## src/rtl/framebuf_dither_ctrl.sv

```systemverilog
// Frame-buffer RAM arbiter: strict-priority VGA reads, FIFO-buffered UART writes,
// fixed 3-cycle read latency, and frame-aligned dithering mode control.
module framebuf_dither_ctrl #(
  parameter int unsigned ADDR_W     = 15,
  parameter int unsigned DATA_W     = 24,
  parameter int unsigned FIFO_DEPTH = 4
) (
  input  logic              clk,
  input  logic              rst,
  input  logic              rd_req,
  input  logic [ADDR_W-1:0] rd_addr,
  output logic [DATA_W-1:0] rd_data,
  output logic              rd_valid,
  input  logic              wr_req,
  input  logic [ADDR_W-1:0] wr_addr,
  input  logic [DATA_W-1:0] wr_data,
  output logic              wr_ready,
  input  logic              vsync_pulse,
  input  logic              sw_dither,
  output logic              dither_en,
  output logic              frame_par,
  output logic              mem_en,
  output logic              mem_we,
  output logic [ADDR_W-1:0] mem_addr,
  output logic [DATA_W-1:0] mem_wdata,
  input  logic [DATA_W-1:0] mem_rdata
);

  localparam int unsigned PTR_W = $clog2(FIFO_DEPTH);
  localparam int unsigned CNT_W = PTR_W + 1;
  localparam logic [CNT_W-1:0] CNT_FULL = CNT_W'(FIFO_DEPTH);

  typedef enum logic [1:0] {
    GNT_IDLE  = 2'd0,
    GNT_READ  = 2'd1,
    GNT_WRITE = 2'd2
  } gnt_e;

  logic [ADDR_W-1:0] r_fifo_addr [FIFO_DEPTH];
  logic [DATA_W-1:0] r_fifo_data [FIFO_DEPTH];
  logic [PTR_W-1:0]  r_wptr;
  logic [PTR_W-1:0]  r_rptr;
  logic [CNT_W-1:0]  r_count;
  logic [CNT_W-1:0]  w_count_nxt;
  logic              r_rd_s1;
  logic              r_rd_s2;
  logic              r_sync1;
  logic              r_sync2;
  logic              r_armed;
  gnt_e              w_gnt;
  logic              w_push;
  logic              w_pop;

  // One grant per cycle: reader always wins, otherwise drain the FIFO head.
  always_comb begin
    w_gnt = GNT_IDLE;
    if (rd_req) begin
      w_gnt = GNT_READ;
    end else if (r_count != '0) begin
      w_gnt = GNT_WRITE;
    end
  end

  // wr_ready is the registered not-full flag, so a pop never frees a slot early.
  assign w_push = wr_req && wr_ready;
  assign w_pop  = (w_gnt == GNT_WRITE);

  always_comb begin
    w_count_nxt = r_count;
    case ({w_push, w_pop})
      2'b10:   w_count_nxt = r_count + CNT_W'(1);
      2'b01:   w_count_nxt = r_count - CNT_W'(1);
      default: w_count_nxt = r_count;
    endcase
  end

  always_ff @(posedge clk or negedge rst) begin
    if (!rst) begin
      r_wptr   <= '0;
      r_rptr   <= '0;
      r_count  <= '0;
      wr_ready <= 1'b1;
    end else begin
      if (w_push) r_wptr <= r_wptr + PTR_W'(1);
      if (w_pop)  r_rptr <= r_rptr + PTR_W'(1);
      r_count  <= w_count_nxt;
      wr_ready <= (w_count_nxt != CNT_FULL);
    end
  end

  // FIFO storage needs no reset; the count alone defines validity.
  always_ff @(posedge clk) begin
    if (w_push) begin
      r_fifo_addr[r_wptr] <= wr_addr;
      r_fifo_data[r_wptr] <= wr_data;
    end
  end

  always_ff @(posedge clk or negedge rst) begin
    if (!rst) begin
      mem_en    <= 1'b0;
      mem_we    <= 1'b0;
      mem_addr  <= '0;
      mem_wdata <= '0;
    end else begin
      case (w_gnt)
        GNT_READ: begin
          mem_en   <= 1'b1;
          mem_we   <= 1'b0;
          mem_addr <= rd_addr;
        end
        GNT_WRITE: begin
          mem_en    <= 1'b1;
          mem_we    <= 1'b1;
          mem_addr  <= r_fifo_addr[r_rptr];
          mem_wdata <= r_fifo_data[r_rptr];
        end
        default: begin
          mem_en <= 1'b0;
          mem_we <= 1'b0;
        end
      endcase
    end
  end

  // Read valid shift: command issued, RAM access, capture.
  always_ff @(posedge clk or negedge rst) begin
    if (!rst) begin
      r_rd_s1  <= 1'b0;
      r_rd_s2  <= 1'b0;
      rd_valid <= 1'b0;
      rd_data  <= '0;
    end else begin
      r_rd_s1  <= (w_gnt == GNT_READ);
      r_rd_s2  <= r_rd_s1;
      rd_valid <= r_rd_s2;
      if (r_rd_s2) rd_data <= mem_rdata;
    end
  end

  // r_armed masks a vsync landing on the first edge after reset release.
  always_ff @(posedge clk or negedge rst) begin
    if (!rst) begin
      r_sync1   <= 1'b0;
      r_sync2   <= 1'b0;
      r_armed   <= 1'b0;
      dither_en <= 1'b0;
      frame_par <= 1'b0;
    end else begin
      r_sync1 <= sw_dither;
      r_sync2 <= r_sync1;
      r_armed <= 1'b1;
      if (vsync_pulse && r_armed) begin
        dither_en <= r_sync2;
        frame_par <= ~frame_par;
      end
    end
  end

endmodule

```

## config.mk

```make
export PLATFORM = sky130hd
export DESIGN_NAME = framebuf_dither_ctrl
export DESIGN_NICKNAME = d
export VERILOG_FILES = /design/src/rtl/framebuf_dither_ctrl.sv
export SDC_FILE = /design/constraint.sdc
export NUM_CORES = 1
export LEC_CHECK = 0
export BUFFER_PORTS_ARGS = -buffer_cell sky130_fd_sc_hd__buf_2
export CAP_MARGIN = 20
export CORE_MARGIN = 5
export CORE_UTILIZATION = 29
export DETAILED_ROUTE_END_ITERATION = 6
export HOLD_SLACK_MARGIN = 0.15
export PLACE_DENSITY = 0.54
export SLEW_MARGIN = 20
export SYNTH_ARGS = -nofsm -noshare
export SYNTH_HDL_FRONTEND = slang
export SYNTH_SLANG_ARGS = --single-unit
```

## constraint.sdc

```tcl
create_clock -name clk -period 2.53 [get_ports clk]
set_input_delay 0.3795 -clock clk [delete_from_list [all_inputs] [get_ports clk]]
set_output_delay 0.3795 -clock clk [all_outputs]
set_load 0.05 [all_outputs]
```

==> reports/summary.txt <==
CP arrival -> 2630 ps
PwrDens -> 1160 nW/um^2
Critical path type -> register to register
Rows -> 64
First-pass GRT wire length -> 28.8 mm
Initial antenna violation count -> 0
Clock root buffer -> clkbuf_16
Status -> completed
Layout cells sized above 1 -> 44.7%
Setup violators final -> 0
Worst-path clk slew -> 60 ps
Remaining antenna violation count -> 0
Setup tns final -> 0 ps
MaxCap Viol Count -> 0
Final WL -> 18.5 mm
Initial Util -> 29.2%
Syn_nets -> 500
Clk_lat worst skew -> 510 ps
Final Power -> 0.0137 W
Peak VDD IR -> 548 uV
Max stage delay on crit path -> 440 ps
Seq/Total Area, Yosys -> 75.5%
Final hold viol count -> 0
Die ar. -> 34200 sq um
Pleak -> 4.63 nW
Post-synthesis cell count -> 410
Final worst-path cycle share -> 86.5%
DRT Pass-1 Iters -> 4
ANT cells -> 0
GP Congestion -> 0.727
Synth area leaders -> edfxtp_1 53%, dfrtp_1 23%, mux4_2 9.4%
Crit path max-delay family -> simple AND/OR/NAND/NOR gates
Register bit total from synthesis -> 237
Via count -> 4609
Synth Warn # -> 0
RSZ-0062 raised after global routing -> no
Slowest-stage cell, CP -> dfrtp_1
TritonCTS clock tree -> built
GRT overflow -> 0
Max FO, Critical Path -> 4
Max-slew violation count -> 0
Area delta synth->final -> 32.3%
HP Class -> primary input to register
Yosys top cell area share -> 52.7%
Critical Path Start Type -> register
Vias in the first global route -> 5167
Avg Cell Area, Syn -> 21.7 sq um
DRC -> 0
FMAX -> 457 MHz
# IOs -> 153
Routed len/inst -> 17.4 microns
Worst clock skew -> 7.07 ps
Worst Path Buf+Inv -> 1
Cell Area, Placed -> 10200 sq um
Crit path cell chain -> nor3_1 > nor2_4 > ha_1 > inv_1 > fa_1 > xor2_1 > or3_1 > a211o_1
Slew headroom -> 38.4%
All-Layer GR Usage -> 10.7%
Final net count -> 739
Post-synthesis cell type count -> 30
Clock Path Buffers -> 3
CP endpoint kind -> register
Worst hold slack -> 186 ps
Starting DRT DRC Count -> 147
Required @ worst endpoint -> 2970 ps
Worst Max-Slew Pin Slew -> 924 ps
Maximum level of the CTS H-tree -> 1
Finished Cell Area -> 11800 sq um
Final min period -> 2190 ps
Via/cell ratio -> 4.33
Synth area leader -> edfxtp_1
Post-DP HPWL -> 11.2 mm
Pin count of the biggest net entering global routing -> 49
I/O Buffers -> 152
Total CTS buffers -> 26
Clk sinks -> 237
Syn Std Cell Area -> 8890 sq um
Post-CTS Setup Inserts -> 0
Die span in y -> 185 microns
# fillers -> 2800
Core Area -> 30400 sq um
Die W -> 185 microns
==> routing by layer <==
layer  GRT usage, %  routed length [microns]  up-vias
met5              0                        0        -
met2           18.9                     9290      145
met3           2.45                     1260       28
li1               -                        -     2111
met1           13.5                     7650     2325
met4           2.58                      314        0
==> state kept, by name, summed over array words and instances (netlist names), 2 cells and up <==
signal       flops
mem_addr        15
mem_wdata       24
r_count          3
r_fifo_addr     60
r_fifo_data     96
r_rptr           2
r_wptr           2
rd_data         24
==> worst paths after layout <==
path / start / to / slack [ps] / cells past startpoint
max: r_count[0] / wr_ready / 340 / 8
min: rd_addr[13] / mem_addr[13] / 190 / 3
max reg2reg: r_count[0] / wr_ready / 340 / 8
min reg2reg: r_rd_s1 / r_rd_s2 / 350 / 0
max in group asynchronous: rst / rd_data[13] / 1490 / 3
min in group asynchronous: rst / rd_data[16] / 380 / 2
==> cells by family after synthesis <==
kind of cell,after synthesis,share of synthesized area (%)
buffers and inverters,26,1.68
AO/OA/AOI/OAI,32,2.90
AND/OR/NAND/NOR,12,0.929
flip-flops,237,75.5
other,1,0.0422
multiplexers,90,17.4
adder cells (fa/ha/maj),6,0.929
XOR/XNOR,6,0.591
==> synthesized netlist by cell type <==
master / count
xor2_1: 3
xnor2_1: 3
o21ai_0: 1
buf_6: 5
mux4_1: 2
conb_1: 1
inv_1: 6
mux2_4: 23
a211o_1: 1
mux4_2: 37
fa_1: 1
nor3b_1: 1
dfstp_2: 1
mux2_2: 27
nor4_4: 1
dfrtp_1: 80
nor2_2: 1
buf_1: 1
ha_1: 5
or3_1: 1
a21o_1: 15
nand2_1: 3
a22o_1: 15
clkbuf_1: 7
and3_1: 4
buf_4: 2
edfxtp_1: 156
mux2i_1: 1
nor3_1: 1
buf_2: 5
==> tightest hold or removal path, cell delays in order <==
cell,delay [ps]
buf_2,80
a22o_1,120
a21o_1,80
==> power by group <==
part           switching [W]  total [W]  internal (W)  leakage [nW]
clock                0.00145    0.00381       0.00236         0.439
sequential          0.000619    0.00572       0.00510          2.38
combinational        0.00243    0.00416       0.00173          1.82
total                0.00450     0.0137       0.00918          4.63
==> what timing repair did <==
| item | 4_1_cts | 5_1_grt |
|---|---|---|
| hold buffers | 69 | 0 |
| hold endpoints to repair | 217 | 0 |
| gates resized for setup | 0 | 0 |
==> area by class of cell <==
type	instances	area, sq um	area share (%)
clock buffers	36	739	6.29
clock inverters	12	146	1.24
inverters	6	22.5	0.192
multi-input cells	147	2030	17.3
flip-flops and latches	237	6720	57.1
well taps	396	495	4.21
repair buffers	231	1600	13.6
==> layout by cell type (no fill, tap or decap), types with 2 or more instances in the layout <==
cell type,instances
edfxtp_1,156
buf_2,151
dfrtp_1,78
dlygate4sd3_1,69
mux4_2,37
mux2_2,27
clkbuf_16,27
mux2_4,23
a22o_1,15
a21o_1,15
inv_1,6
clkbuf_1,6
buf_12,6
ha_1,5
buf_4,5
and3_2,4
clkinv_2,4
xnor2_1,3
nand2_1,3
xor2_1,3
clkbuf_8,3
bufinv_16,3
mux4_1,2
inv_6,2
==> stage by stage <==
stage	std cells	setup slack [ps]	util, %
floorplan	410	24.9	-
finish	1065	342	38.6
global route	1065	217	38.6
detailed placement	948	338	33.5
global placement	948	439	33.5
CTS	1065	325	38.6
Power figures use the tool's default switching activity.
